File: config.mk
export PLATFORM = sky130hd
export DESIGN_NAME = ifid_fetch_buffer_flat
export DESIGN_NICKNAME = d
export VERILOG_FILES = /design/src/rtl/ifid_fetch_buffer_if.sv /design/src/rtl/ifid_fetch_buffer.sv /design/src/flat_wrapper.sv
export SDC_FILE = /design/constraint.sdc
export NUM_CORES = 1
export LEC_CHECK = 0
export CAP_MARGIN = 20
export CORE_ASPECT_RATIO = 0.8
export CORE_MARGIN = 2
export CORE_UTILIZATION = 50
export CTS_BUF_LIST = sky130_fd_sc_hd__clkbuf_8
export DETAILED_ROUTE_END_ITERATION = 16
export DONT_BUFFER_PORTS = 1
export GPL_TIMING_DRIVEN = 1
export MAX_ROUTING_LAYER = met4
export SYNTH_ARGS = -nofsm -noshare
export SYNTH_HDL_FRONTEND = slang
export SYNTH_SLANG_ARGS = --single-unit
File: constraint.sdc
create_clock -name Clk -period 7.8 [get_ports Clk]
set_clock_uncertainty 0.1 [all_clocks]
set_input_delay 0.78 -clock Clk [delete_from_list [all_inputs] [get_ports Clk]]
set_output_delay 0.78 -clock Clk [all_outputs]
set_load 0.05 [all_outputs]
File: src/rtl/ifid_fetch_buffer_if.sv
// Fetch/decode handshake bundle for ifid_fetch_buffer.
// Optional perf counter signals appear only when IFID_PERF_EN is defined.
interface ifid_fetch_buffer_if #(
    parameter int unsigned AW = 1
);
    logic          IF_Valid;
    logic [31:0]   IF_PC;
    logic [31:0]   IF_PC4;
    logic [31:0]   IF_Inst;
    logic          IF_Ready;
    logic          MEM_PCSrc;
    logic          ID_Ready;
    logic          ID_Valid;
    logic [31:0]   ID_PC;
    logic [31:0]   ID_PC4;
    logic [31:0]   ID_Inst;
    logic [AW:0]   Count;
`ifdef IFID_PERF_EN
    logic [31:0]   Stall_Cnt;
    logic [15:0]   Flush_Cnt;
`endif

    // Driver side: fetch, MEM-stage redirect and decode.
    modport master (
        output IF_Valid, IF_PC, IF_PC4, IF_Inst, MEM_PCSrc, ID_Ready,
        input  IF_Ready, ID_Valid, ID_PC, ID_PC4, ID_Inst, Count
`ifdef IFID_PERF_EN
        , input Stall_Cnt, Flush_Cnt
`endif
    );

    // Buffer side.
    modport slave (
        input  IF_Valid, IF_PC, IF_PC4, IF_Inst, MEM_PCSrc, ID_Ready,
        output IF_Ready, ID_Valid, ID_PC, ID_PC4, ID_Inst, Count
`ifdef IFID_PERF_EN
        , output Stall_Cnt, Flush_Cnt
`endif
    );
endinterface

File: src/rtl/ifid_fetch_buffer.sv
// IF/ID decoupling FIFO of {PC, PC+4, Inst} triples with flush on taken branch.
// Define IFID_PERF_EN to add saturating stall/flush counters.
module ifid_fetch_buffer #(
    parameter int unsigned DEPTH    = 2,
    parameter int unsigned AW       = 1,
    parameter logic [31:0] NOP_INST = 32'h0000_0000
) (
    input  logic                 Clk,
    input  logic                 Clr,
    ifid_fetch_buffer_if.slave   bus
);
    localparam logic [AW:0] FULL_CNT = (AW+1)'(DEPTH);

    logic [95:0]   mem_q [DEPTH];
    logic [95:0]   mem_d [DEPTH];
    logic [AW-1:0] wr_ptr_q, wr_ptr_d;
    logic [AW-1:0] rd_ptr_q, rd_ptr_d;
    logic [AW:0]   cnt_q, cnt_d;

    logic          if_ready;
    logic          id_valid;
    logic          push;
    logic          pop;
    logic [95:0]   head;

    assign if_ready = (cnt_q != FULL_CNT) && !Clr;
    assign id_valid = (cnt_q != '0);
    assign push     = bus.IF_Valid && if_ready && !bus.MEM_PCSrc;
    assign pop      = id_valid && bus.ID_Ready && !bus.MEM_PCSrc;
    assign head     = mem_q[rd_ptr_q];

    assign bus.IF_Ready = if_ready;
    assign bus.ID_Valid = id_valid;
    assign bus.ID_PC    = id_valid ? head[95:64] : '0;
    assign bus.ID_PC4   = id_valid ? head[63:32] : '0;
    assign bus.ID_Inst  = id_valid ? head[31:0]  : NOP_INST;
    assign bus.Count    = cnt_q;

    always_comb begin
        mem_d    = mem_q;
        wr_ptr_d = wr_ptr_q;
        rd_ptr_d = rd_ptr_q;
        cnt_d    = cnt_q;
        if (bus.MEM_PCSrc) begin
            // Flush: drop everything by aligning the read pointer to the write pointer.
            cnt_d    = '0;
            rd_ptr_d = wr_ptr_q;
        end else begin
            if (push) begin
                mem_d[wr_ptr_q] = {bus.IF_PC, bus.IF_PC4, bus.IF_Inst};
                wr_ptr_d        = wr_ptr_q + AW'(1);
            end
            if (pop) begin
                rd_ptr_d = rd_ptr_q + AW'(1);
            end
            if (push && !pop) begin
                cnt_d = cnt_q + (AW+1)'(1);
            end else if (pop && !push) begin
                cnt_d = cnt_q - (AW+1)'(1);
            end
        end
    end

    always_ff @(posedge Clk) begin
        if (Clr) begin
            wr_ptr_q <= '0;
            rd_ptr_q <= '0;
            cnt_q    <= '0;
        end else begin
            wr_ptr_q <= wr_ptr_d;
            rd_ptr_q <= rd_ptr_d;
            cnt_q    <= cnt_d;
        end
    end

    // Storage needs no reset; occupancy alone decides what is visible.
    always_ff @(posedge Clk) begin
        mem_q <= mem_d;
    end

`ifdef IFID_PERF_EN
    logic [31:0] stall_cnt_q, stall_cnt_d;
    logic [15:0] flush_cnt_q, flush_cnt_d;

    always_comb begin
        stall_cnt_d = stall_cnt_q;
        flush_cnt_d = flush_cnt_q;
        if (bus.IF_Valid && !if_ready && !Clr && (stall_cnt_q != '1)) begin
            stall_cnt_d = stall_cnt_q + 32'd1;
        end
        if (bus.MEM_PCSrc && (id_valid || bus.IF_Valid) && (flush_cnt_q != '1)) begin
            flush_cnt_d = flush_cnt_q + 16'd1;
        end
    end

    always_ff @(posedge Clk) begin
        if (Clr) begin
            stall_cnt_q <= '0;
            flush_cnt_q <= '0;
        end else begin
            stall_cnt_q <= stall_cnt_d;
            flush_cnt_q <= flush_cnt_d;
        end
    end

    assign bus.Stall_Cnt = stall_cnt_q;
    assign bus.Flush_Cnt = flush_cnt_q;
`endif
endmodule
File: src/flat_wrapper.sv
// flat-port wrapper written by rule: the top's interface ports become plain ports
module ifid_fetch_buffer_flat 
#(
    parameter int unsigned DEPTH    = 2,
    parameter int unsigned AW       = 1,
    parameter logic [31:0] NOP_INST = 32'h0000_0000
)
  (Clk, Clr, bus_IF_Valid, bus_IF_PC, bus_IF_PC4, bus_IF_Inst, bus_MEM_PCSrc, bus_ID_Ready, bus_IF_Ready, bus_ID_Valid, bus_ID_PC, bus_ID_PC4, bus_ID_Inst, bus_Count);
  ifid_fetch_buffer_if #(.AW(AW)) bus_i ();
  input  logic Clk;
  input  logic Clr;
  input wire logic [$bits(bus_i.IF_Valid)-1:0] bus_IF_Valid;
  input wire logic [$bits(bus_i.IF_PC)-1:0] bus_IF_PC;
  input wire logic [$bits(bus_i.IF_PC4)-1:0] bus_IF_PC4;
  input wire logic [$bits(bus_i.IF_Inst)-1:0] bus_IF_Inst;
  input wire logic [$bits(bus_i.MEM_PCSrc)-1:0] bus_MEM_PCSrc;
  input wire logic [$bits(bus_i.ID_Ready)-1:0] bus_ID_Ready;
  output wire logic [$bits(bus_i.IF_Ready)-1:0] bus_IF_Ready;
  output wire logic [$bits(bus_i.ID_Valid)-1:0] bus_ID_Valid;
  output wire logic [$bits(bus_i.ID_PC)-1:0] bus_ID_PC;
  output wire logic [$bits(bus_i.ID_PC4)-1:0] bus_ID_PC4;
  output wire logic [$bits(bus_i.ID_Inst)-1:0] bus_ID_Inst;
  output wire logic [$bits(bus_i.Count)-1:0] bus_Count;
  assign bus_i.IF_Valid = bus_IF_Valid;
  assign bus_i.IF_PC = bus_IF_PC;
  assign bus_i.IF_PC4 = bus_IF_PC4;
  assign bus_i.IF_Inst = bus_IF_Inst;
  assign bus_i.MEM_PCSrc = bus_MEM_PCSrc;
  assign bus_i.ID_Ready = bus_ID_Ready;
  assign bus_IF_Ready = bus_i.IF_Ready;
  assign bus_ID_Valid = bus_i.ID_Valid;
  assign bus_ID_PC = bus_i.ID_PC;
  assign bus_ID_PC4 = bus_i.ID_PC4;
  assign bus_ID_Inst = bus_i.ID_Inst;
  assign bus_Count = bus_i.Count;
  ifid_fetch_buffer #(.DEPTH(DEPTH), .AW(AW), .NOP_INST(NOP_INST)) u_core (.Clk(Clk), .Clr(Clr), .bus(bus_i));
endmodule
After elaboration in Yosys (flattened, before gate mapping)
Cells that the tools add are included.
{"block": "op_classes", "multipliers": 0, "magnitude_cmp": 3, "eq_ne": 1, "div": 0, "muxes": 13, "shifts": 0, "addsub": 4, "reduce_logical": 17, "bitwise": 3}
{"cell": "$mux 96", "n": 4}
{"cell": "$bwmux 192", "n": 1}
{"cell": "$demux 96 s1", "n": 1}
{"cell": "$mux 32", "n": 3}
{"cell": "$logic_and 1x1->1", "n": 8}
{"cell": "$reduce_bool 2->1", "n": 3}
{"cell": "$ge 2x2->1 const B", "n": 2}
{"cell": "$logic_not 1->1", "n": 4}
{"cell": "$mux 2", "n": 2}
{"cell": "$not 1->2", "n": 2}
{"cell": "$add 1x1->1 const B", "n": 2}
{"cell": "$add 2x1->2 const B", "n": 1}
{"cell": "$lt 2x1->1 const B", "n": 1}
{"cell": "$mux 1", "n": 2}
{"cell": "$ne 2x2->1 const B", "n": 1}
{"cell": "$reduce_and 2->1", "n": 1}
{"cell": "$reduce_or 2->1", "n": 1}
{"cell": "$sub 2x1->2 const B", "n": 1}
{"cell": "$not 1->1", "n": 1}
{"block": "totals", "inputBits": 101, "ramBits": 0, "wordCells": 46, "latchBits": 0, "memories": 0, "regBits": 196, "output_inout_bits": 100, "mem_bits_ro": 0}

Depth between registers and ports, before layout
Gate-level depths: netlist (run 1).
{"block": "logic_depth", "word_depth": 8, "ltp_mapped": 6, "depth_no_buf": 6}

Worst setup path after synthesis (run 1)
Ideal clock, no wire load.
{"block": "synth_path", "path_type": "reg-to-reg", "from": "reg u_core.cnt_q[0], in the netlist u_core.bus.Count[0]", "to": "reg u_core.mem_q[0] in the netlist's numbering, enable pin", "setup_time_ps": 466, "synth_period_minus_slack_ps": 3941, "t_required_ps": 7234, "slack_ps": 3859, "arrival_ps": 3375, "path_stages_with_launch": 4, "path_buffers": 0, "path_cell_list": "dfxtp_1 nand2b_1 and3_1 and2_1"}
{"block": "synth_via", "elab_chain_len": 5}
{"element": "from (decl)", "line_no": "ifid_fetch_buffer.sv:18", "rtl": "logic [AW:0] cnt_q, cnt_d;"}
{"element": "from (signal assigned)", "line_no": "ifid_fetch_buffer.sv:72", "rtl": "cnt_q <= cnt_d;"}
{"element": "$ne 2x2->1", "line_no": "ifid_fetch_buffer.sv:26", "rtl": "assign if_ready = (cnt_q != FULL_CNT) && !Clr;"}
{"element": "$logic_and 1x1->1", "line_no": "ifid_fetch_buffer.sv:26"}
{"element": "$logic_and 1x1->1 (2 in a row)", "line_no": "ifid_fetch_buffer.sv:28", "rtl": "assign push = bus.IF_Valid && if_ready && !bus.MEM_PCSrc;"}
{"element": "$reduce_and 2->1 (no line)"}
{"element": "to (signal assigned)", "line_no": "ifid_fetch_buffer.sv:78", "rtl": "mem_q <= mem_d;"}
{"element": "to (decl)", "line_no": "ifid_fetch_buffer.sv:14", "rtl": "logic [95:0] mem_q [DEPTH];"}
Every way passes these cells.
A chain may end at the register's enable or synchronous reset.

Worst setup path after layout (run 1)
{"block": "layout_path", "from": "reg u_core.rd_ptr_q", "to": "out bus_ID_PC[24]"}
{"block": "layout_via", "elab_chain_len": 5}
{"element": "from (decl)", "line_no": "ifid_fetch_buffer.sv:17", "rtl": "logic [AW-1:0] rd_ptr_q, rd_ptr_d;"}
{"element": "from (signal assigned)", "line_no": "ifid_fetch_buffer.sv:71", "rtl": "rd_ptr_q <= rd_ptr_d;"}
{"element": "$not 1->2 (implied by the code)", "line_no": "ifid_fetch_buffer.sv:30", "rtl": "assign head = mem_q[rd_ptr_q];"}
{"element": "$mux 96 (implied by the code) (3 in a row)", "line_no": "ifid_fetch_buffer.sv:30"}
{"element": "$mux 32", "line_no": "ifid_fetch_buffer.sv:34", "rtl": "assign bus.ID_PC = id_valid ? head[95:64] : '0;"}
{"element": "to (decl)", "line_no": "flat_wrapper.sv:20", "rtl": "output wire logic [$bits(bus_i.ID_PC)-1:0] bus_ID_PC;"}
Every way passes these cells. The select of a mux whose other input is x is not followed.

==> results.yml, run 1 <==
floorplan:
  die_w_um: 141
  start_util_pct: 51.8
  die_h_um: 113
  core_um2: 14400
  io_pins: 201
  dieArea_um2: 16000
  core.rowCount: 39
clocking:
  postCtsSetupRepairBufs: 0
  ctsHtreeMaxLevel: 4
  post_cts_resized: 0
  clk_pin_slew_ns: 0.09
  cts_tree: "yes"
  cts_num_sinks: 196
  cts_root_buf: "clkbuf_8"
  cts_buffers: 17
  clock_path_buffers: 2
  clock_latency_ns: 0.45
  cts_hold_buffers: 0
worst_hold_path:
  min_to: "u_core.bus.Count[0]"
  min_path_cells: 1
  hp-class: "in2reg"
  min_from: "Clr"
layout:
  finalNetCount: 537
  area.growth.synth_to_final_pct: 7.23
  postLayoutCellArea_um2: 8020
  post-route-util_pct: 55.5
  drive_gt1_share_pct: 8.26
  diodes: 0
placement:
  dp.final_hpwl_um: 8100
  routabilityCongestion: 0.743
  io_buffers: 0
  placed_area_um2: 7590
global_route:
  grt_max_degree: 98
  antenna_found_initial: 0
  grt_pass1_vias: 3509
  gr-usage-all-layers_pct: 17.0
  grt_pass1_wl_um: 19300
  globalRouteOverflowTotal: 0
routing:
  drt_iter0_markers: 167
  wl_met2_um: 6230
  wl_per_cell_um: 20.6
  dr.pass1.iters: 6
  highest_layer: "met4"
  avgViaCountPerCell: 5.39
  drt-total-wl_um: 13000
  via_count: 3409
  met1_length_um: 5280
  drc: 0
  antenna_left: 0
  met3WireLength_um: 1310
timing:
  finalHoldViolCount: 0
  tns_ns: 0
  setup_violations: 0
  fmax_ghz: 0.260
  period_needed_ns: 3.85
  hold_slack_ns: 0.294
  period_share_pct: 49.4
  tightest_slew_ns: 1.02
  relSlewSlack_pct: 32.3
  drv_slew: 0
  rsz0062_at_grt: "no"
synthesis:
  synthFlopType: "edfxtp_1"
  syn_inst: 432
  synthArstFlopShare_pct: 0
  synth_edf_count: 192
  syn_avg_cell_area_um2: 17.3
  synth_top_area_share_pct: 77.1
  synth_top_cell_by_area: "edfxtp_1"
  yosysWarnings: 0
  ys_seq_area_share_pct: 78.2
  yosysUniqueCellTypes: 25
  synthTopCellsByArea: "edfxtp_1 (77%), mux2i_1 (13%), nor2_1 (4.9%), dfxtp_1 (1.1%), buf_4 (0.80%)"
  yosysMostFrequentCell: "edfxtp_1"
  netlist_area_um2: 7480
  synthTopCellsByCount: "edfxtp_1 (192), mux2i_1 (97), nor2_1 (97)"
  synth_nets: 534
  ys_ff_latch: 196
setup_path:
  cp-start-kind: "register"
  cp_data_arrival_time_ns: 2.97
  crit_chain: "buf_16 -> buf_4 -> mux2i_1 -> nor2_1"
  crit_slowest_cell: "nor2_1"
  r2r_cells: 4
  crit_required_ns: 6.92
  crit_fanout: 35
  cp_slowest_stage_delay_ns: 0.75
  r2r-end: "u_core.mem_q[22]"
  path_class: "reg2out"
  cp-end-kind: "output pin"
  r2r-start: "u_core.bus.Count[0]"
  r2r_slack_ns: 4.74
power:
  peakVddDrop_mv: 0.217
  power.leakage_uw: 0.00254
  p_per_area_nw_per_um2: 247
job:
  maxCapViolations: 0
outcome:
  status: "finished, final reports clean"
how the worst max path moves through the flow:
stage	startpoint	to	slack, ns	cells after the start
after floorplan	u_core.bus.Count[0]	u_core.mem_q[0]	3.86	3
after global placement	u_core.rd_ptr_q	bus_ID_PC[24]	4.19	3
after detailed placement	u_core.rd_ptr_q	bus_ID_PC[24]	4.19	3
after CTS	u_core.rd_ptr_q	bus_ID_PC[24]	3.66	3
after global routing	u_core.rd_ptr_q	bus_ID_PC[24]	3.74	4
final	u_core.rd_ptr_q	bus_ID_PC[24]	3.95	4
power breakdown:
group	internal (µW)	switching [µW]	leakage, µW
combinational	32.8	111	0.000556
sequential	1180	12.5	0.00178
clock	314	329	0.000205
total	1530	452	0.00254
per-stage QoR:
stage / worst slack [ns] / power [µW] / instances
after floorplan: 3.86 / 1350 / 432
after global placement: 4.19 / 1360 / 599
after detailed placement: 4.19 / 1360 / 599
after CTS: 3.66 / 2000 / 631
after global routing: 3.74 / 2050 / 632
final: 3.95 / 1980 / 632
layer usage:
layer / vias up / track usage, %
met3: 17 / 8.31
met1: 1667 / 20.1
met5: - / -
li1: 1599 / -
met2: 126 / 25.5
met4: 0 / 6.13
cell type report:
| class | instances | area, µm² |
|---|---|---|
| fill | 1126 | 6420 |
| sequential | 196 | 5850 |
| multi-input combinational | 213 | 1480 |
| clock buffer | 17 | 234 |
| tap | 184 | 230 |
| clock inverter | 15 | 165 |
| timing repair buffer | 5 | 57.6 |
| inverter | 2 | 7.51 |
state kept, by name, summed over array words and instances, names as in the netlist:
register          count
u_core.mem_q        192
u_core.bus.Count      2
u_core.rd_ptr_q       1
u_core.wr_ptr_q       1
kinds of logic after synthesis:
logic type | count (synthesis) | share of synthesized area [%]
adders and majority gates | 1 | 0.167
xor gates and xnor gates | 3 | 0.351
DFF | 196 | 78.2
AOI/OAI and AO/OA | 5 | 0.402
muxes | 97 | 13.0
and+or+nand+nor | 107 | 5.69
buffers and inverters | 23 | 2.24
placed cells by master (no fill, tap or decap):
master,n
clkinv_4,3
clkbuf_8,17
bufinv_16,3
mux2i_1,97
dfxtp_1,3
buf_4,4
o21ai_0,2
clkinv_2,1
dfxtp_4,1
nand2b_1,2
nor3_1,1
or3_1,1
inv_6,2
nor2b_1,1
ha_1,1
xor2_1,2
xnor2_1,1
nor2_1,97
clkinv_1,3
nor2_4,1
buf_16,1
inv_1,4
and2_4,2
clkinvlp_4,1
a21oi_1,1
edfxtp_1,192
and3_1,1
or2_2,1
a21boi_1,1
o21a_1,1
worst max-delay path, delay by kind of cell (launching register included):
family / cells / cell delay [ns]
buffers and inverters: 2 / 0.84
flip-flops: 1 / 0.70
multiplexers: 1 / 0.17
AND/OR/NAND/NOR: 1 / 0.75
Note: power is estimated with default switching activity, not from simulation.
==> run 2: changes to the inputs <==
- PLACE_DENSITY: unset -> 0.68
- clock period: 7.8 -> 3.5 ns (I/O delays scaled with it)
==> results.yml, run 2 (synthesis gave the netlist of run 1 again) <==
outcome:
  status: "finished, final reports clean"
timing:
  setup_violations: 0
  period_share_pct: 81.6
  relSlewSlack_pct: 34.7
  drv_slew: 0
  period_needed_ns: 2.85
  finalHoldViolCount: 0
  tightest_slew_ns: 0.976
  tns_ns: 0
  fmax_ghz: 0.350
  hold_slack_ns: 0.162
  rsz0062_at_grt: "no"
floorplan:
  core_um2: 14400
  die_h_um: 113
  dieArea_um2: 16000
  io_pins: 201
  start_util_pct: 51.8
  die_w_um: 141
  core.rowCount: 39
layout:
  regMostFlops: "u_core.mem_q"
  post-route-util_pct: 65.7
  area.growth.synth_to_final_pct: 26.8
  postLayoutCellArea_um2: 9480
  largest_reg_flops: 192
  drive_gt1_share_pct: 16.7
  final_cell_mix: "edfxtp_1 (192), dlygate4sd3_1 (99), nor2_1 (97), mux2i_1 (97), buf_4 (67)"
  diodes: 0
  final_common_cell: "edfxtp_1"
  fillers: 1007
  finalNetCount: 701
setup_path:
  cp_data_arrival_time_ns: 2.40
  crit_required_ns: 3.05
  r2r_slack_ns: 0.75
  r2r-end: "u_core.bus.Count[0]"
  r2r-start: "u_core.bus.Count[1]"
  crit_slowest_cell: "dfxtp_1"
  critPathBufInv: 1
  crit_fanout: 37
  r2r_cells: 6
  cp_slowest_stage_delay_ns: 0.78
  cp-end-kind: "output pin"
  crit_family: "simple AND/OR/NAND/NOR gates"
  path_class: "reg2out"
  crit_chain: "nor2_4 -> buf_4 -> nor2_1"
  cp-start-kind: "register"
routing:
  dr.pass1.iters: 5
  via_count: 4131
  antenna_left: 0
  drc: 0
  avgViaCountPerCell: 5.19
  drt_iter0_markers: 170
  drt-total-wl_um: 14700
  wl_per_cell_um: 18.5
global_route:
  globalRouteOverflowTotal: 0
  grt_pass1_vias: 4341
  grt_max_degree: 56
  antenna_found_initial: 0
  gr-usage-all-layers_pct: 19.3
  grt_pass1_wl_um: 22500
clocking:
  clock_latency_ns: 0.44
  cts_root_buf: "clkbuf_8"
  cts_buffers: 17
  clk_pin_slew_ns: 0.09
  clock_path_buffers: 2
  cts_tree: "yes"
  ctsHtreeMaxLevel: 4
  cts_num_sinks: 196
placement:
  placed_area_um2: 8130
  routabilityCongestion: 0.715
  io_buffers: 0
  dp.final_hpwl_um: 8880
worst_hold_path:
  min_from: "bus_IF_Valid"
  hp-class: "in2reg"
  min_path_cells: 2
  min_to: "u_core.wr_ptr_q"
job:
  maxCapViolations: 0
power:
  p_per_area_nw_per_um2: 475
  p_total_uw: 4500
  peakVddDrop_mv: 0.380
  power.leakage_uw: 0.00329
==> run 2: cell types whose count changed in the layout (fill, tap and decap cells not counted), sizes merged <==
cell and change:
dlygate4sd3 +99, buf +65, clkinvlp -1, bufinv -1, clkinv +2
==> run 2: stage by stage <==
stage | worst slack (ns) | cells
2_1_floorplan | 0.626 | 432
3_3_place_gp | 1.20 | 665
3_5_place_dp | 1.11 | 665
4_1_cts | 0.605 | 796
5_1_grt | 0.512 | 796
6_report | 0.645 | 796
==> run 2: layer usage <==
metal	part of all wire (%)	track usage, %
met5	0	-
met4	2.3	8.40
met3	7.5	6.55
met2	50	31.4
met1	40	22.2
==> run 2: timing repair <==
item	4_1_cts	5_1_grt
endpoints found under the hold margin	196	0
setup buffers	0	0
hold buffers	99	0
resized for setup	0	0
==> run 2: worst max path at each step <==
stage	start	endpoint	slack, ns	cells after the start
6_report	u_core.bus.Count[1]	bus_ID_PC4[8]	0.65	3
5_1_grt	u_core.bus.Count[1]	bus_ID_PC4[10]	0.51	3
4_1_cts	u_core.bus.Count[1]	bus_ID_PC4[12]	0.61	3
3_5_place_dp	u_core.bus.Count[1]	u_core.bus.Count[1]	1.11	5
3_3_place_gp	u_core.bus.Count[1]	bus_ID_PC4[7]	1.20	3
2_1_floorplan	u_core.bus.Count[0]	u_core.mem_q[0]	0.63	3
==> run 2: cell type report <==
type,instances,area [µm²],area share [%]
timing repair buffer,169,1550,16.4
multi-input combinational,213,1480,15.6
tap,184,230,2.43
clock inverter,15,134,1.41
sequential,196,5850,61.7
clock buffer,17,234,2.47
inverter,2,7.51,0.0792
==> run 2: power by group <==
part | switching, µW | internal, µW
clock network | 749 | 627
logic | 297 | 179
registers | 21.7 | 2630
total | 1070 | 3440
